===== src/rtl/cart_mem_arbiter_if.sv =====
// Bundle of CPU/PPU read ports, loader write port and the shared RAM port
// around cart_mem_arbiter; slave is the arbiter's view, master the surroundings.
interface cart_mem_arbiter_if;
    localparam int unsigned AW     = 16;
    localparam int unsigned DW     = 8;
    localparam int unsigned PPU_AW = 14;

    logic              cpu_req;
    logic [AW-1:0]     cpu_addr;
    logic              cpu_gnt;
    logic              cpu_rvalid;
    logic [DW-1:0]     cpu_rdata;

    logic              ppu_req;
    logic [PPU_AW-1:0] ppu_addr;
    logic              ppu_gnt;
    logic              ppu_rvalid;
    logic [DW-1:0]     ppu_rdata;

    logic              load_req;
    logic              load_ack;
    logic              ldr_wren;
    logic [AW-1:0]     ldr_addr;
    logic [DW-1:0]     ldr_wdata;
    logic [AW-1:0]     ldr_count;
    logic              cpu_hold;

    logic [AW-1:0]     mem_addr;
    logic [DW-1:0]     mem_wdata;
    logic              mem_rden;
    logic              mem_wren;
    logic [DW-1:0]     mem_rdata;

    modport slave (
        input  cpu_req, cpu_addr, ppu_req, ppu_addr,
        input  load_req, ldr_wren, ldr_addr, ldr_wdata, mem_rdata,
        output cpu_gnt, cpu_rvalid, cpu_rdata, ppu_gnt, ppu_rvalid, ppu_rdata,
        output load_ack, ldr_count, cpu_hold,
        output mem_addr, mem_wdata, mem_rden, mem_wren
    );

    modport master (
        output cpu_req, cpu_addr, ppu_req, ppu_addr,
        output load_req, ldr_wren, ldr_addr, ldr_wdata, mem_rdata,
        input  cpu_gnt, cpu_rvalid, cpu_rdata, ppu_gnt, ppu_rvalid, ppu_rdata,
        input  load_ack, ldr_count, cpu_hold,
        input  mem_addr, mem_wdata, mem_rden, mem_wren
    );
endinterface


===== src/rtl/cart_mem_arbiter.sv =====
// Owns the single cartridge RAM port: round-robin CPU/PPU reads in RUN,
// exclusive loader writes in LOAD, with a one-cycle DRAIN between them.
module cart_mem_arbiter #(
    parameter logic [15:0] PRG_BASE = 16'h0000,
    parameter logic [15:0] CHR_BASE = 16'h8000
) (
    input logic               clk,
    input logic               reset,
    cart_mem_arbiter_if.slave bus
);
    localparam int unsigned AW = 16;
    localparam int unsigned DW = 8;

    typedef enum logic [1:0] {RUN, DRAIN, LOAD} state_t;

    state_t        state;
    state_t        state_nxt;
    logic          last_ppu;
    logic          cpu_sel;
    logic          ppu_sel;
    logic          cpu_map;
    logic          ppu_map;
    logic          rden;
    logic          wren;
    logic [AW-1:0] addr;
    logic [DW-1:0] wdata;
    logic          cpu_rvalid_q;
    logic          ppu_rvalid_q;
    logic          cpu_rd_q;
    logic          ppu_rd_q;
    logic [AW-1:0] ldr_count_q;

    // Next state, arbitration and RAM port; everything is forced idle while reset is high
    always_comb begin
        state_nxt = state;
        cpu_sel   = 1'b0;
        ppu_sel   = 1'b0;
        rden      = 1'b0;
        wren      = 1'b0;
        addr      = '0;
        wdata     = '0;
        cpu_map   = bus.cpu_addr[15];
        ppu_map   = ~bus.ppu_addr[13];
        case (state)
            RUN: begin
                if (bus.load_req) begin
                    state_nxt = DRAIN;
                end else begin
                    cpu_sel = bus.cpu_req & (~bus.ppu_req | last_ppu);
                    ppu_sel = bus.ppu_req & ~cpu_sel;
                    if (cpu_sel) begin
                        addr = PRG_BASE + AW'({1'b0, bus.cpu_addr[14:0]});
                        rden = cpu_map;
                    end else if (ppu_sel) begin
                        addr = CHR_BASE + AW'(bus.ppu_addr[12:0]);
                        rden = ppu_map;
                    end
                end
            end
            DRAIN: state_nxt = LOAD;
            LOAD: begin
                wren  = bus.ldr_wren;
                addr  = bus.ldr_addr;
                wdata = bus.ldr_wdata;
                if (!bus.load_req) state_nxt = RUN;
            end
            default: state_nxt = RUN;
        endcase
        if (reset) begin
            cpu_sel = 1'b0;
            ppu_sel = 1'b0;
            rden    = 1'b0;
            wren    = 1'b0;
        end
    end

    always_ff @(posedge clk) begin
        if (reset) begin
            state        <= RUN;
            last_ppu     <= 1'b1;
            cpu_rvalid_q <= 1'b0;
            ppu_rvalid_q <= 1'b0;
            cpu_rd_q     <= 1'b0;
            ppu_rd_q     <= 1'b0;
            ldr_count_q  <= '0;
        end else begin
            state        <= state_nxt;
            cpu_rvalid_q <= cpu_sel;
            ppu_rvalid_q <= ppu_sel;
            cpu_rd_q     <= cpu_sel & cpu_map;
            ppu_rd_q     <= ppu_sel & ppu_map;
            if (cpu_sel)      last_ppu <= 1'b0;
            else if (ppu_sel) last_ppu <= 1'b1;
            if (state == DRAIN) ldr_count_q <= '0;
            else if (wren)      ldr_count_q <= ldr_count_q + AW'(1);
        end
    end

    assign bus.cpu_gnt    = cpu_sel;
    assign bus.ppu_gnt    = ppu_sel;
    assign bus.cpu_rvalid = cpu_rvalid_q;
    assign bus.ppu_rvalid = ppu_rvalid_q;
    // RAM data lands in the rvalid cycle; unmapped reads return zero
    assign bus.cpu_rdata  = cpu_rd_q ? bus.mem_rdata : DW'(0);
    assign bus.ppu_rdata  = ppu_rd_q ? bus.mem_rdata : DW'(0);
    assign bus.load_ack   = (state == LOAD);
    assign bus.cpu_hold   = (state != RUN);
    assign bus.ldr_count  = ldr_count_q;
    assign bus.mem_addr   = addr;
    assign bus.mem_wdata  = wdata;
    assign bus.mem_rden   = rden;
    assign bus.mem_wren   = wren;
endmodule


===== src/flat_wrapper.sv =====
// flat-port wrapper written by rule: the top's interface ports become plain ports
module cart_mem_arbiter_flat 
#(
    parameter logic [15:0] PRG_BASE = 16'h0000,
    parameter logic [15:0] CHR_BASE = 16'h8000
)
  (clk, reset, bus_cpu_req, bus_cpu_addr, bus_ppu_req, bus_ppu_addr, bus_load_req, bus_ldr_wren, bus_ldr_addr, bus_ldr_wdata, bus_mem_rdata, bus_cpu_gnt, bus_cpu_rvalid, bus_cpu_rdata, bus_ppu_gnt, bus_ppu_rvalid, bus_ppu_rdata, bus_load_ack, bus_ldr_count, bus_cpu_hold, bus_mem_addr, bus_mem_wdata, bus_mem_rden, bus_mem_wren);
  cart_mem_arbiter_if bus_i ();
  input logic clk;
  input logic reset;
  input wire logic [$bits(bus_i.cpu_req)-1:0] bus_cpu_req;
  input wire logic [$bits(bus_i.cpu_addr)-1:0] bus_cpu_addr;
  input wire logic [$bits(bus_i.ppu_req)-1:0] bus_ppu_req;
  input wire logic [$bits(bus_i.ppu_addr)-1:0] bus_ppu_addr;
  input wire logic [$bits(bus_i.load_req)-1:0] bus_load_req;
  input wire logic [$bits(bus_i.ldr_wren)-1:0] bus_ldr_wren;
  input wire logic [$bits(bus_i.ldr_addr)-1:0] bus_ldr_addr;
  input wire logic [$bits(bus_i.ldr_wdata)-1:0] bus_ldr_wdata;
  input wire logic [$bits(bus_i.mem_rdata)-1:0] bus_mem_rdata;
  output wire logic [$bits(bus_i.cpu_gnt)-1:0] bus_cpu_gnt;
  output wire logic [$bits(bus_i.cpu_rvalid)-1:0] bus_cpu_rvalid;
  output wire logic [$bits(bus_i.cpu_rdata)-1:0] bus_cpu_rdata;
  output wire logic [$bits(bus_i.ppu_gnt)-1:0] bus_ppu_gnt;
  output wire logic [$bits(bus_i.ppu_rvalid)-1:0] bus_ppu_rvalid;
  output wire logic [$bits(bus_i.ppu_rdata)-1:0] bus_ppu_rdata;
  output wire logic [$bits(bus_i.load_ack)-1:0] bus_load_ack;
  output wire logic [$bits(bus_i.ldr_count)-1:0] bus_ldr_count;
  output wire logic [$bits(bus_i.cpu_hold)-1:0] bus_cpu_hold;
  output wire logic [$bits(bus_i.mem_addr)-1:0] bus_mem_addr;
  output wire logic [$bits(bus_i.mem_wdata)-1:0] bus_mem_wdata;
  output wire logic [$bits(bus_i.mem_rden)-1:0] bus_mem_rden;
  output wire logic [$bits(bus_i.mem_wren)-1:0] bus_mem_wren;
  assign bus_i.cpu_req = bus_cpu_req;
  assign bus_i.cpu_addr = bus_cpu_addr;
  assign bus_i.ppu_req = bus_ppu_req;
  assign bus_i.ppu_addr = bus_ppu_addr;
  assign bus_i.load_req = bus_load_req;
  assign bus_i.ldr_wren = bus_ldr_wren;
  assign bus_i.ldr_addr = bus_ldr_addr;
  assign bus_i.ldr_wdata = bus_ldr_wdata;
  assign bus_i.mem_rdata = bus_mem_rdata;
  assign bus_cpu_gnt = bus_i.cpu_gnt;
  assign bus_cpu_rvalid = bus_i.cpu_rvalid;
  assign bus_cpu_rdata = bus_i.cpu_rdata;
  assign bus_ppu_gnt = bus_i.ppu_gnt;
  assign bus_ppu_rvalid = bus_i.ppu_rvalid;
  assign bus_ppu_rdata = bus_i.ppu_rdata;
  assign bus_load_ack = bus_i.load_ack;
  assign bus_ldr_count = bus_i.ldr_count;
  assign bus_cpu_hold = bus_i.cpu_hold;
  assign bus_mem_addr = bus_i.mem_addr;
  assign bus_mem_wdata = bus_i.mem_wdata;
  assign bus_mem_rden = bus_i.mem_rden;
  assign bus_mem_wren = bus_i.mem_wren;
  cart_mem_arbiter #(.PRG_BASE(PRG_BASE), .CHR_BASE(CHR_BASE)) u_core (.clk(clk), .reset(reset), .bus(bus_i));
endmodule

===== config.mk =====
export PLATFORM = sky130hd
export DESIGN_NAME = cart_mem_arbiter_flat
export DESIGN_NICKNAME = d
export VERILOG_FILES = /design/src/rtl/cart_mem_arbiter_if.sv /design/src/rtl/cart_mem_arbiter.sv /design/src/flat_wrapper.sv
export SDC_FILE = /design/constraint.sdc
export NUM_CORES = 1
export LEC_CHECK = 0
export CAP_MARGIN = 20
export CORE_UTILIZATION = 30
export CTS_CLUSTER_SIZE = 8
export DETAILED_ROUTE_END_ITERATION = 12
export GPL_TIMING_DRIVEN = 0
export PLACE_DENSITY = 0.8
export SETUP_SLACK_MARGIN = 0.5
export SLEW_MARGIN = 5
export SYNTH_ARGS = -nofsm -noshare
export SYNTH_HDL_FRONTEND = slang
export SYNTH_SLANG_ARGS = --single-unit

===== constraint.sdc =====
create_clock -name clk -period 2.4 [get_ports clk]
set_clock_uncertainty 0.05 [all_clocks]
set_input_delay 0.36 -clock clk [delete_from_list [all_inputs] [get_ports clk]]
set_output_delay 0.36 -clock clk [all_outputs]
set_load 0.1 [all_outputs]

==> summary.txt, run 1 <==
Global route
  • Overflow after GRT: 0
  • Gr usage total: 21.5%
  • Pin count of the biggest net entering global routing: 14
  • Number of global-route vias before repair: 1969
  • Initial antenna violation count: 0
  • Global-route wire length before repair: 8740 microns

Drt
  • TritonRoute pass-1 iters: 5
  • Wire per inst: 19.1 microns
  • DR vias: 2132
  • Post-Route WL: 7520 microns
  • DRC viols: 0
  • Final ANT Viol Nets: 0
  • Vias per cell: 5.42
  • Initial drt markers: 142

Power
  • Combinational fraction of design power: 54.1%
  • VDD IR max: 0.374 mV
  • Leak Pwr: 1.57 nW
  • Sequential share of power: 28.2%
  • Clock power frac: 17.7%
  • P_int: 0.793 mW
  • Psw: 0.552 mW
  • Net Sw Frac: 41.0%
  • Cell Pwr Density: 374 nW/um^2

Die
  • Die Ht: 70.4 microns
  • Die area: 4950 sq um
  • Core Area: 4410 sq um
  • DIE WIDTH: 70.4 microns
  • # rows: 24
  • Starting Density: 31.8%
  • I/O pin total: 132

Critical path
  • CP Data Arrival Time: 1870 ps
  • Reg2reg path depth: 8
  • Crit. End Element: output port
  • Required time of the critical path: 1990 ps
  • CP startpoint kind: flop
  • Critical path type: flop to output port
  • CP Max Fanout: 4

Timing
  • Final setup fails: 0
  • Setup TNS Final: 0 ps
  • Max frequency: 439 MHz
  • Max-Slew Margin vs Limit: 35.9%
  • Slew Viols, Final: 0
  • Worst-Margin Slew: 965 ps
  • Unrepaired setup endpoints after global routing: true
  • Final period utilization: 94.9%
  • Min Tclk post-route: 2280 ps
  • Hold Vio Cnt, Final: 0

Layout
  • Fraction of layout cells with a size suffix above 1: 49.0%
  • Antenna Cells: 0
  • Fillcell total: 255
  • Post-Layout Inst Area: 3600 sq um
  • Layout Utilization: 81.5%
  • Final instance count without filler cells: 393
  • Area Growth Syn to Fin: 156%
  • Nets: 411

Synth
  • Synth warn: 0
  • Avg Cell Area, Syn: 7.79 sq um
  • Top cell type's share of synthesized area: 32.8%
  • Synth area leader: dfxtp_1
  • Post-Syn Area: 1400 sq um
  • Top cells by count, synth: and2_1 (26), dfxtp_1 (23), nor2_1 (19)
  • Top-count cell post-synth: and2_1
  • Async set-reset flop share out of synthesis: 0%
  • Main synth FF type: dfxtp_1
  • Unique cell type count in the Yosys netlist: 38
  • Register area share after synthesis: 32.8%
  • EDFF count, synth: 0
  • Main area contributors after synthesis: dfxtp_1 (33%), and2_1 (12%), a222oi_1 (9.3%), nor2_1 (5.1%), inv_1 (3.5%)
  • Net Count, Synth: 249
  • FF+latch count, synth: 23
  • Mapped Cells: 180

Clock network
  • CTS clock-pin slew for the worst setup and hold paths: 80 ps
  • Worst-Skew Late Latency: 260 ps
  • H-tree Lvls: 1
  • Sink Count: 23
  • Longest Clk Path Bufs: 2
  • Num CTS Buffers: 3
  • Clk root buf: clkbuf_8
  • CTS tree: built

Place
  • Buffers on Ports: 131
  • Placed insts: 363
  • Placed Area: 2990 sq um
  • Routability cong.: 0.777
  • HPWL after DPL: 4050 microns

Worst hold path
  • Worst Hold Depth: 2
  • Worst Hold Class: flop to flop

Job
  • Max Cap Viol: 0

Status
  • Status: finished clean
## sequential cells by signal, summed over array words and instances, names as in the netlist
register / cells
u_core.bus.cpu_rvalid: 1
u_core.bus.ldr_count: 16
u_core.bus.ppu_rvalid: 1
u_core.cpu_rd_q: 1
u_core.last_ppu: 1
u_core.ppu_rd_q: 1
u_core.state: 2
## cells in the final DEF, fill, tap and decap left out, drive strengths merged
cell type and count:
nor3 4, or3 4, o21ai 2, o21bai 1, a21oi 6, or4 2
nand4bb 1, o41ai 1, mux2i 2, nand2 11, and4 1, dfxtp 23
nand3b 1, a222oi 13, nor4 2, nand4 4, o31ai 1, clkinv 1
clkdlybuf4s15 11, a22oi 2, nor2b 4, a2bb2oi 1, nand3 6, xnor2 5
nor3b 1, nand2b 1, ha 1, or2 3, buf 79, clkbuf 13
nor2 19, and3 2, dlygate4sd2 6, xor2 4, inv 14, clkdlybuf4s50 63
and2 26
## layer usage
| layer | track usage [%] | share of wire [%] | routed length, microns |
|---|---|---|---|
| met2 | 39.4 | 55 | 4130 |
| met5 | 0 | 0 | 0 |
| met3 | 5.63 | 7.4 | 553 |
| met1 | 24.2 | 35 | 2650 |
| met4 | 5.56 | 2.4 | 182 |
## power groups by stage
stage	sequential (mW)	combinational, mW	clock (mW)
2_1_floorplan	0.397	0.374	0
3_3_place_gp	0.387	0.581	0
3_5_place_dp	0.387	0.585	0
4_1_cts	0.378	0.647	0.239
5_1_grt	0.380	0.745	0.261
6_report	0.379	0.727	0.238
## critical path: stages (launching register included)
cell,delay (ps)
dfxtp_2,340
buf_8,110
nor3_4,50
and3_4,160
buf_8,120
buf_8,120
buf_12,120
a222oi_1,320
inv_2,70
buf_6,190
## timing repair
item / in CTS / in global routing
gates cloned: 0 / 2
pin swaps: 15 / 28
gates resized for setup: 348 / 91
endpoints found under the setup margin: 72 / 70
setup buffers: 13 / 11
hold buffers: 0 / 0
## logic make-up (layout without fill, tap and decap cells)
kind of cell    after synthesis  count (layout)  share of synthesized area [%]
buf+inv                      26             187                           7.23
simple gates                 92              92                           36.5
flops                        23              23                           32.8
compound gates               27              27                           15.5
fa+ha+maj                     1               1                          0.892
xor+xnor                      9               9                           5.62
mux                           2               2                           1.43
## path summary, 6_finish.rpt
| check | end | slack [ps] | start |
|---|---|---|---|
| max reg2reg | u_core.bus.ldr_count[15] | 310 | u_core.state[0] |
| min | u_core.bus.ldr_count[1] | 430 | u_core.bus.ldr_count[1] |
| min reg2reg | u_core.bus.ldr_count[1] | 430 | u_core.bus.ldr_count[1] |
| max | bus_mem_addr[2] | 120 | u_core.state[1] |
## layout make-up
class / count / area, sq um / area share, %
buffer: 12 / 144 / 4.00
clock buffer: 3 / 41.3 / 1.15
clock inverter: 1 / 5.00 / 0.139
inverter: 14 / 60.1 / 1.67
multi-input combinational: 131 / 1080 / 30.0
sequential: 23 / 509 / 14.2
tap: 52 / 65.1 / 1.81
timing repair buffer: 157 / 1690 / 47.1
## metrics by stage
stage          setup WS, ps  hold WS (ps)  power (mW)
2_1_floorplan           388           387       0.771
6_report                122           430        1.34
5_1_grt                53.2           475        1.39
3_5_place_dp           -934           418       0.972
4_1_cts                93.1           428        1.26
3_3_place_gp           -918           413       0.967
No activity file was read; power rests on OpenSTA's default activity.
==> run 2, diff against run 1 <==
--- a/config.mk
+++ b/config.mk
@@ -6,6 +6,7 @@
 export NUM_CORES = 1
 export LEC_CHECK = 0
 export CAP_MARGIN = 20
+export CORE_MARGIN = 1.5
 export CORE_UTILIZATION = 30
 export CTS_CLUSTER_SIZE = 8
 export DETAILED_ROUTE_END_ITERATION = 12
==> summary.txt, run 2 (synthesis gave the netlist of run 1 again) <==
Layout
  • FF+latch area: 509 sq um (unchanged)
  • Final instance count without filler cells: 387 (was 393)
  • Commonest non-fill, non-tap cell in the layout: clkdlybuf4s50_1 (unchanged)
  • Largest register FFs: 16 (unchanged)
  • Area Growth Syn to Fin: 143% (was 156%)
  • Fillcell total: 305 (was 255)
  • Antenna Cells: 0 (unchanged)
  • Nets: 405 (was 411)
  • Fraction of layout cells with a size suffix above 1: 46.3% (was 49.0%)
  • Most frequent cells in the layout: clkdlybuf4s50_1 (63), and2_1 (18), buf_2 (16) (was clkdlybuf4s50_1 (63), buf_12 (22), buf_4 (21))
  • Footprint of the multi-input gates: 1040 sq um (was 1080 sq um)
  • Post-Layout Inst Area: 3410 sq um (was 3600 sq um)

Global route
  • Initial antenna violation count: 0 (unchanged)
  • Number of global-route vias before repair: 1841 (was 1969)
  • Gr usage total: 20.8% (was 21.5%)
  • Pin count of the biggest net entering global routing: 13 (was 14)
  • Global-route wire length before repair: 8710 microns (was 8740 microns)
  • Overflow after GRT: 0 (unchanged)

Clock network
  • Longest Clk Path Bufs: 2 (unchanged)
  • Clk root buf: clkbuf_8 (unchanged)
  • Hold buffer count at CTS: 0 (unchanged)
  • CTS tree: built (unchanged)
  • Sink Count: 23 (unchanged)
  • CTS clock-pin slew for the worst setup and hold paths: 80 ps (about the same)
  • Num CTS Buffers: 3 (unchanged)
  • H-tree Lvls: 1 (unchanged)
  • Worst-Skew Late Latency: 270 ps (was 260 ps)

Power
  • VDD IR max: 0.500 mV (was 0.374 mV)
  • P_int: 0.765 mW (was 0.793 mW)
  • Pwr Total: 1.30 mW (was 1.34 mW)
  • Combinational fraction of design power: 52.1% (was 54.1%)
  • Clock power frac: 18.7% (was 17.7%)
  • Net Sw Frac: 41.0% (about the same)
  • Psw: 0.531 mW (was 0.552 mW)
  • Sequential share of power: 29.2% (was 28.2%)
  • Cell Pwr Density: 380 nW/um^2 (was 374 nW/um^2)
  • Leak Pwr: 1.49 nW (was 1.57 nW)

Critical path
  • CP Max Fanout: 5 (was 4)
  • Worst path depth: 8 (was 9)
  • CP Data Arrival Time: 1830 ps (was 1870 ps)
  • CP startpoint kind: flop (unchanged)
  • Most numerous cell on the critical path: buf_6 (was buf_8)
  • Crit. End Element: output port (unchanged)
  • Reg2reg path depth: 8 (unchanged)
  • Slowest Stage Delay on Critical Path: 340 ps (about the same)
  • Cell family with most CP delay: buffers and inverters (unchanged)
  • CP max-delay cell: dfxtp_2 (unchanged)
  • Required time of the critical path: 1990 ps (about the same)
  • Critical path type: flop to output port (unchanged)
  • Crit-path cells: buf_8 > nor3_4 > and3_4 > clkbuf_8 > buf_6 > a222oi_1 > inv_2 > buf_6 (was buf_8 > nor3_4 > and3_4 > buf_8 > buf_8 > buf_12 > a222oi_1 > inv_2 > buf_6)
  • Crit path buf inv count: 5 (was 6)

Place
  • Worst slack, placed: -898 ps (was -934 ps)
  • Buffers on Ports: 131 (unchanged)
  • Placed insts: 363 (unchanged)
  • HPWL after DPL: 4040 microns (was 4050 microns)
  • Routability cong.: 0.761 (was 0.777)
  • Placed Area: 2990 sq um (unchanged)

Timing
  • Min Tclk post-route: 2240 ps (was 2280 ps)
  • Hold Vio Cnt, Final: 0 (unchanged)
  • Worst-Margin Slew: 969 ps (was 965 ps)
  • Unrepaired setup endpoints after global routing: true (unchanged)
  • Final setup fails: 0 (unchanged)
  • Setup TNS Final: 0 ps (unchanged)
  • Max frequency: 447 MHz (was 439 MHz)
  • Slew Viols, Final: 0 (unchanged)
  • Max-Slew Margin vs Limit: 35.6% (was 35.9%)
  • Setup ws final: 161 ps (was 122 ps)
  • Final period utilization: 93.3% (was 94.9%)

Drt
  • DRC viols: 0 (unchanged)
  • DR vias: 2002 (was 2132)
  • TritonRoute pass-1 iters: 4 (was 5)
  • Vias per cell: 5.17 (was 5.42)
  • Initial drt markers: 117 (was 142)
  • Post-Route WL: 5950 microns (was 7520 microns)
  • Final ANT Viol Nets: 0 (unchanged)
  • Wire per inst: 15.4 microns (was 19.1 microns)

Job
  • Max Cap Viol: 0 (unchanged)

Die
  • Starting Density: 31.8% (unchanged)
  • I/O pin total: 132 (unchanged)
  • # rows: 24 (unchanged)
  • Die area: 5090 sq um (was 4950 sq um)
  • Die Ht: 71.4 microns (was 70.4 microns)
  • Core Area: 4410 sq um (unchanged)
  • DIE WIDTH: 71.4 microns (was 70.4 microns)

Status
  • Status: finished clean (unchanged)

Worst hold path
  • Worst Hold Class: flop to flop (unchanged)
  • Worst Hold Depth: 2 (unchanged)
run 2: power groups by stage:
stage	clock (mW)	sequential (mW)	combinational, mW
6_report	0.242	0.379	0.675
4_1_cts	0.246	0.378	0.631
5_1_grt	0.266	0.380	0.700
3_3_place_gp	0	0.387	0.581
3_5_place_dp	0	0.387	0.585
2_1_floorplan	0	0.397	0.374
run 2: final cells by class:
type                            instances  share of cell area (%)
Tap cell                               52                    1.91
Multi-Input combinational cell        131                    30.6
Timing Repair Buffer                  151                    45.6
Clock buffer                            4                    1.32
Sequential cell                        23                    15.0
Inverter                               14                    1.76
Buffer                                 12                    3.82
run 2: worst reg2reg max path, cell delays in order (launching register included):
cell	delay (ps)
dfxtp_2	320
buf_6	120
buf_4	130
buf_6	110
nand4bb_4	190
buf_8	160
or2_4	260
or4_1	400
a21oi_1	140
run 2: worst paths after layout:
kind,start,to,slack (ps)
setup reg to reg,u_core.state[0],u_core.bus.ldr_count[15],450
hold / removal,u_core.bus.ldr_count[15],u_core.bus.ldr_count[15],440
hold reg to reg,u_core.bus.ldr_count[15],u_core.bus.ldr_count[15],440
setup / recovery,u_core.state[1],bus_mem_addr[4],160
run 2: timing repair:
| action | 4_1_cts | 5_1_grt |
|---|---|---|
| endpoints found under the setup margin | 72 | 67 |
| hold endpoints to repair | 0 | 0 |
| setup buffers | 8 | 9 |
| pin swaps | 17 | 18 |
| cloned | 3 | 0 |
| resized for setup | 326 | 78 |
run 2: metal layers:
layer | up-vias | GRT usage, % | wire length (microns)
met1 | 940 | 25.0 | 2180
met2 | 104 | 37.7 | 3130
met4 | 0 | 3.77 | 93
li1 | 948 | - | -
met3 | 10 | 5.20 | 539
met5 | - | 0 | 0
run 2: through the flow:
stage	hold WS, ps	util [%]
global placement	417	67.7
detailed placement	423	67.7
CTS	437	73.1
finish	436	77.2
floorplan	387	-
global route	459	77.2
==> run 3, diff against run 2 <==
==> constraint.sdc (replaced) <==
create_clock -name clk -period 2.1 [get_ports clk]
set_clock_uncertainty 0.05 [all_clocks]
set_input_delay 0.315 -clock clk [delete_from_list [all_inputs] [get_ports clk]]
set_output_delay 0.315 -clock clk [all_outputs]
set_load 0.1 [all_outputs]
==> summary.txt, run 3 (synthesis gave the netlist of run 1 again) <==
Layout
  • Nets: 416 (was 405)
  • Most frequent cells in the layout: clkdlybuf4s50_1 (63), buf_4 (33), buf_12 (28) (was clkdlybuf4s50_1 (63), and2_1 (18), buf_2 (16))
  • Fraction of layout cells with a size suffix above 1: 56.1% (was 46.3%)
  • Commonest non-fill, non-tap cell in the layout: clkdlybuf4s50_1 (unchanged)
  • Post-Layout Inst Area: 3920 sq um (was 3410 sq um)
  • Layout Utilization: 88.7% (was 77.2%)
  • Final instance count without filler cells: 399 (was 387)
  • Largest register FFs: 16 (unchanged)
  • Area Growth Syn to Fin: 179% (was 143%)

Clock network
  • Clk root buf: clkbuf_8 (unchanged)
  • H-tree Lvls: 1 (unchanged)
  • CTS tree: built (unchanged)
  • Num CTS Buffers: 3 (unchanged)
  • Hold buffer count at CTS: 0 (unchanged)
  • Worst-Skew Late Latency: 280 ps (was 270 ps)
  • Sink Count: 23 (unchanged)
  • Longest Clk Path Bufs: 2 (unchanged)
  • CTS clock-pin slew for the worst setup and hold paths: 80 ps (about the same)

Drt
  • Post-Route WL: 7770 microns (was 5950 microns)
  • M1 WL: 2770 microns (was 2180 microns)
  • Vias per cell: 5.37 (was 5.17)
  • DR vias: 2143 (was 2002)
  • Wire length on met2: 4090 microns (was 3130 microns)
  • DR top layer: met4 (unchanged)
  • Wire per inst: 19.5 microns (was 15.4 microns)
  • Final ANT Viol Nets: 0 (unchanged)
  • DRC viols: 0 (unchanged)
  • Met3 WL post-DR: 665 microns (was 539 microns)
  • TritonRoute pass-1 iters: 5 (was 4)
  • Initial drt markers: 157 (was 117)

Power
  • VDD IR max: 0.325 mV (was 0.500 mV)
  • Psw: 0.658 mW (was 0.531 mW)
  • Cell Pwr Density: 409 nW/um^2 (was 380 nW/um^2)
  • Combinational fraction of design power: 55.1% (was 52.1%)
  • Clock power frac: 18.1% (was 18.7%)
  • Leak Pwr: 1.67 nW (was 1.49 nW)
  • Net Sw Frac: 41.1% (was 41.0%)
  • Sequential share of power: 26.8% (was 29.2%)
  • P_int: 0.943 mW (was 0.765 mW)
  • Pwr Total: 1.60 mW (was 1.30 mW)

Place
  • HPWL after DPL: 3990 microns (was 4040 microns)
  • Routability cong.: 0.773 (was 0.761)
  • Placed insts: 363 (unchanged)
  • Buffers on Ports: 131 (unchanged)
  • Placed Area: 3050 sq um (was 2990 sq um)
  • Worst slack, placed: -1110 ps (was -898 ps)

Die
  • Starting Density: 31.8% (unchanged)
  • Die area: 5090 sq um (unchanged)
  • I/O pin total: 132 (unchanged)
  • Core Area: 4410 sq um (unchanged)
  • Die Ht: 71.4 microns (unchanged)
  • DIE WIDTH: 71.4 microns (unchanged)
  • # rows: 24 (unchanged)

Timing
  • Max frequency: 438 MHz
  • Final setup fails: 17 (was 0)
  • Min Tclk post-route: 2280 ps
  • Slew Viols, Final: 0 (unchanged)
  • Worst-Margin Slew: 555 ps (was 969 ps)
  • Hold Vio Cnt, Final: 0 (unchanged)
  • Max-Slew Margin vs Limit: 63.2% (was 35.6%)
  • Final period utilization: 109%
  • Unrepaired setup endpoints after global routing: true (unchanged)
  • Setup ws final: -182 ps (was 161 ps)

Global route
  • Pin count of the biggest net entering global routing: 14 (was 13)
  • Global-route wire length before repair: 10100 microns (was 8710 microns)
  • Gr usage total: 25.1% (was 20.8%)
  • Initial antenna violation count: 1 (was 0)
  • Overflow after GRT: 0 (unchanged)
  • Number of global-route vias before repair: 2051 (was 1841)

Critical path
  • Crit-path cells: buf_8 > nor3_4 > and3_4 > buf_8 > buf_6 > buf_16 > a22oi_2 > nor2_4 > buf_12 (was buf_8 > nor3_4 > and3_4 > clkbuf_8 > buf_6 > a222oi_1 > inv_2 > buf_6)
  • Most numerous cell on the critical path: buf_8 (was buf_6)
  • Reg2reg path depth: 11 (was 8)
  • Required time of the critical path: 1740 ps (was 1990 ps)
  • Slowest Stage Delay on Critical Path: 330 ps (was 340 ps)
  • CP max-delay cell: dfxtp_2 (unchanged)
  • CP Data Arrival Time: 1920 ps (was 1830 ps)
  • CP startpoint kind: flop (unchanged)
  • CP Max Fanout: 8 (was 5)
  • Critical path type: flop to output port (unchanged)
  • Crit. End Element: output port (unchanged)

Status
  • Status: finished with violations (was finished clean)
  • Failing checks: setup timing

Worst hold path
  • Worst Hold Class: flop to flop (unchanged)
  • Worst Hold Depth: 2 (unchanged)

Job
  • Max Cap Viol: 0 (unchanged)
-- run 3: changes by cell type in the layout (fill, tap and decap cells not counted), moves of 5 or more --
cell             change
clkdlybuf4s15_1      -5
buf_2               -11
clkbuf_2             -8
buf_8               -10
buf_12              +18
buf_4               +18
-- run 3: per-layer routing --
layer,up-vias,track usage (%)
li1,975,-
met5,-,0
met1,1013,28.6
met3,18,6.19
met2,137,46.6
met4,0,6.08
-- run 3: per-stage QoR --
step	TNS (ps)	hold slack (ps)
after floorplan	0	342
after global placement	-28130	412
after detailed placement	-28820	433
after CTS	-997	435
after global routing	-3290	446
final	-1580	439
-- run 3: timing repair --
| action | 4_1_cts | 5_1_grt |
|---|---|---|
| gates resized for setup | 438 | 76 |
| gates cloned | 3 | 0 |
| setup endpoints to repair | 80 | 57 |
| pin swaps | 35 | 25 |
| buffers inserted | 25 | 3 |
-- run 3: power groups by stage --
stage	Clock, mW	Sequential [mW]	Combinational [mW]
finish	0.290	0.429	0.881
CTS	0.281	0.428	0.794
global placement	0	0.438	0.670
floorplan	0	0.450	0.433
global route	0.314	0.430	0.910
detailed placement	0	0.438	0.676
-- run 3: critical path, delay by kind of cell (launching register included) --
kind / cells / cell delay [ps]
buffers and inverters: 5 / 660
and+or+nand+nor: 3 / 580
DFF: 1 / 330
AOI/OAI and AO/OA: 1 / 70
-- run 3: final timing paths --
kind	from	end	slack (ps)
setup / recovery	u_core.state[1]	bus_mem_addr[14]	-180
hold / removal	u_core.bus.ldr_count[13]	u_core.bus.ldr_count[13]	440
setup reg to reg	u_core.state[1]	u_core.bus.ldr_count[11]	40
hold reg to reg	u_core.bus.ldr_count[13]	u_core.bus.ldr_count[13]	440
-- run 3: cell type report --
| class | count | area, sq um |
|---|---|---|
| multi-input combinational | 131 | 1180 |
| antenna | 1 | 2.50 |
| clock inverter | 1 | 5.00 |
| clock buffer | 3 | 41.3 |
| buffer | 12 | 173 |
| fill | 195 | 499 |
| sequential | 23 | 517 |
| timing repair buffer | 162 | 1870 |
| tap | 52 | 65.1 |
| inverter | 14 | 68.8 |
==> variant 1: new RTL, flow settings as in run 2 <==
Make the reset (`reset`) asynchronous in one clocked block.
--- a/src/rtl/cart_mem_arbiter.sv
+++ b/src/rtl/cart_mem_arbiter.sv
@@ -75,5 +75,5 @@
     end
 
-    always_ff @(posedge clk) begin
+    always_ff @(posedge clk or posedge reset) begin
         if (reset) begin
             state        <= RUN;
Function: differs if reset is asserted again (counterexample within 4 cycles, from zero or initial values and one cycle with reset high); with reset held inactive, the same outputs for 10 cycles.
==> variant 1 against run 2 <==
  * The flow now finishes with violations (negative setup slack)
  * Routed wire length increased by 24%
  * Via count rose by 7.1%
  * Utilization up 1.8 points
  * Register-to-register slack lost 0.37 ns
  * Sequential cell count unchanged
  * Non-clock buffer count grew 8
  * Cell area grew 10%
  * Area after synthesis increased by 6.7%
  * Setup slack worse by 0.18 ns
  * Final cell count up 5.9%
  * Fmax is 7.4% lower
Power is not compared: it rests on default switching activity, and its combinational part moved more than twofold at a synthesized area within 25%.
==> variant 1: results (changes against run 2) <==
[status]
outcome = finished with violations
violations = negative setup slack

[final_layout]
fin_nets = 413  ; +2.0%

[worst_hold_path]
hp-class = input port to async pin

[synth]
synth.area.top_cells = dfrtp_1 37%, and2_1 11%, a222oi_1 8.7%
synth-seq-area-share_pct = 38.55  ; +5.7 points
syn_nets = 243  ; -2.4%
syn_inst = 174  ; -3.3%
synth_cell_types = 35  ; -7.9%
yosys.area_share.xor_xnor_pct = 4.682  ; -0.94 points

[setup_path]
r2r_end = u_core.bus.ldr_count[15]
cp-startpoint = u_core.state[0]
r2r_slack_ns = 0.08  ; -0.37 ns
cp.arrival_ns = 2.01  ; +0.18 ns
endpoint = bus_mem_rden

[placed_design]
placed_cells = 372  ; +2.5%
placed_area_um2 = 3045  ; +1.8%

[timing]
setup_slack_ns = -0.01901  ; -0.1799 ns
tightest_slew_ns = 0.9542  ; -0.01519 ns
setup_viol = 1  ; +1

[route]
drt_iter0_drc = 171  ; +46%
met2RoutedLength_um = 3913  ; +25%
wl_met3_um = 544  ; +0.93%

[grt]
grt_use_met3_pct = 5.213  ; +0.0087 points
grt_pass1_vias = 2040  ; +11%
use_met1_pct = 27.26  ; +2.3 points
grt_pass1_wl_um = 10090  ; +16%

## variant 1: cell types whose count changed in the layout (fill, tap and decap cells not counted), sizes merged, moves of 4 or more
cell	change
dlygate4sd2	-4
buf	+15
clkdlybuf4s15	+8
nor2	-4
clkbuf	-12
nand2	+4
dfxtp	-23
dfrtp	+22
## variant 1: cell type report
cell class / instances / area, um2
buffer: 7 / 78.83
tap: 67 / 83.83
clock buffer: 4 / 45.04
multi-input combinational: 127 / 1017
fill: 302 / 1001
timing repair inverter: 1 / 5.005
sequential: 23 / 619.3
timing repair buffer: 164 / 1833
inverter: 17 / 71.32
## variant 1: worst max-delay path, stage by stage (launching register included)
cell       delay, ns
dfrtp_1         0.40
buf_6           0.14
or2_4           0.24
a2111oi_4       0.22
buf_6           0.19
buf_8           0.13
nand2_4         0.06
a21oi_4         0.17
buf_12          0.19
## variant 1: timing repair
item	4_1_cts	5_1_grt
setup buffers	19	12
pin swaps	23	16
resized for setup	400	50
endpoints found under the hold margin	0	0
gates cloned	2	1
endpoints found under the setup margin	73	52
==> variant 2: new RTL, settings of run 2 <==
Made on the original files. `DW` is set to 8 in 2 places; all go to 10.
--- a/src/rtl/cart_mem_arbiter_if.sv
+++ b/src/rtl/cart_mem_arbiter_if.sv
@@ -3,5 +3,5 @@
 interface cart_mem_arbiter_if;
     localparam int unsigned AW     = 16;
-    localparam int unsigned DW     = 8;
+    localparam int unsigned DW     = 10;
     localparam int unsigned PPU_AW = 14;
 
--- a/src/rtl/cart_mem_arbiter.sv
+++ b/src/rtl/cart_mem_arbiter.sv
@@ -10,5 +10,5 @@
 );
     localparam int unsigned AW = 16;
-    localparam int unsigned DW = 8;
+    localparam int unsigned DW = 10;
 
     typedef enum logic [1:0] {RUN, DRAIN, LOAD} state_t;
Interface: changed (5 resized); port bits go from 132 to 142. No check against the original RTL was run, so the function may have changed too.
==> variant 2 against run 2 <==
  * Cell area is 5.3% higher
  * Final cell count is 8.5% higher
  * Utilization is 1.2 points lower
  * Routed wire length is 24% higher
  * Area after synthesis is 4.9% higher
  * Sequential cell count stayed put
  * Fmax is 3.5% lower
  * Total power is 6.5% higher
  * Count of clock-buffer cells in the layout is 1 lower
  * Setup slack worse by 0.082 ns
==> variant 2: results (changes against run 2) <==
[setup_path]
path_max_fanout = 6  ; +1
cp.arrival_ns = 1.91  ; +0.08 ns

[placed_design]
dpl.hpwl_um = 4647  ; +15%
port_buffers = 141  ; +7.6%
placed_area_um2 = 3123  ; +4.4%
gp_congestion = 0.8102  ; +6.5%
place_ws_ns = -0.8994  ; -0.001225 ns

[power_and_ir_drop]
peakVddDrop_uv = 356.0  ; -29%
power_w = 0.001380  ; +6.5%
leakage_nw = 1.597  ; +7.4%

[route]
routedWlPerCell_um = 17.61  ; +15%
drtPass1Iterations = 6  ; +2
vias = 2068  ; +3.3%
drt_iter0_drc = 153  ; +31%

[synth]
async_flop_share_pct = 0  ; unchanged
netlist_top_cells_count = 32 x and2_1, 23 x dfxtp_1, 20 x nor2_1
synth.area.top_cells = dfxtp_1 31%, and2_1 14%, a222oi_1 8.8%
synth_cell_types = 41  ; +7.9%
syn_nets = 256  ; +2.8%
synth-seq-area-share_pct = 31.29  ; -1.5 points

[grt]
grt_max_degree = 14  ; +1
grt_pass1_vias = 1867  ; +1.4%
grt_pass1_wl_um = 9522  ; +9.4%
grt.total_usage_pct = 23.12  ; +2.3 points
antenna_found_initial = 0  ; unchanged

[clock_tree]
clk_latency_ns = 0.27  ; about the same
numCtsBuffers = 3  ; unchanged
htreeDepth = 1  ; unchanged
ctsLongestPathBuffers = 2  ; unchanged

[final_layout]
diodes = 0  ; unchanged
fin_nets = 427  ; +5.4%
largest_reg_flops = 16  ; unchanged
drive_gt1_share_pct = 48.73  ; +2.5 points

[worst_hold_path]
hp-class = flop to flop

[timing]
tightest_slew_ns = 0.9641  ; -0.005298 ns

[status]
outcome = completed

-- variant 2: cells by family (layout without fill, tap and decap cells) --
group                      after synthesis  count (layout)  share of synthesized area [%]
AOI/OAI and AO/OA                       29              29                          15.56
xor gates and xnor gates                 8               8                          4.762
DFF                                     23              23                          31.29
adders and majority gates                1               1                         0.8502
muxes                                    1               1                         0.6803
and+or+nand+nor                         98              98                          39.37
buffers and inverters                   23             193                          7.483
-- variant 2: critical path, cell delays in order --
cell and delay (ns):
dlygate4sd2_1 0.32, nand2b_4 0.06, and3_4 0.17, buf_6 0.13
buf_6 0.12, a222oi_1 0.46, inv_2 0.09, buf_12 0.18
-- variant 2: final timing paths --
| path | startpoint | end | slack (ns) | cells past startpoint |
|---|---|---|---|---|
| max | bus_ppu_req | bus_mem_addr[4] | 0.08 | 8 |
| min | u_core.bus.ldr_count[6] | u_core.bus.ldr_count[6] | 0.42 | 2 |
| max reg2reg | u_core.state[0] | u_core.bus.ldr_count[15] | 0.39 | 9 |
| min reg2reg | u_core.bus.ldr_count[6] | u_core.bus.ldr_count[6] | 0.42 | 2 |
-- variant 2: repair_timing --
| action | CTS | global route |
|---|---|---|
| gates cloned | 1 | 1 |
| buffers inserted | 15 | 8 |
| pin swaps | 9 | 12 |
| setup endpoints to repair | 70 | 62 |
| gates resized for setup | 379 | 81 |
| endpoints found under the hold margin | 0 | 0 |
-- variant 2: routing by layer --
layer  wire length (um)  global-route usage (%)  vias up
met4                 76                   7.128        0
met1               2784                   26.35      980
met3                427                   2.624        7
met2               4107                   44.24       90
met5                  0                       0        -
li1                   -                       -      991
-- variant 2: cell type report --
class	instances	area (um2)
Buffer	12	133.9
Clock buffer	3	41.29
Clock inverter	1	5.005
Fill cell	306	1137
Inverter	11	41.29
Multi-Input combinational cell	137	1056
Sequential cell	23	480.5
Tap cell	67	83.83
Timing Repair Buffer	166	1744
-- variant 2: per-stage QoR --
step | hold slack (ns) | instances
after floorplan | 0.3868 | 183
after global placement | 0.4100 | 391
after detailed placement | 0.4083 | 391
after CTS | 0.4218 | 411
after global routing | 0.4350 | 420
final | 0.4223 | 420
-- variant 2: power breakdown --
group,switching [W],total [W],internal [W]
clock,0.000129,0.000245,0.000116
combinational,0.000436,0.000743,0.000307
sequential,0.00000415,0.000391,0.000387
total,0.000569,0.00138,0.000811
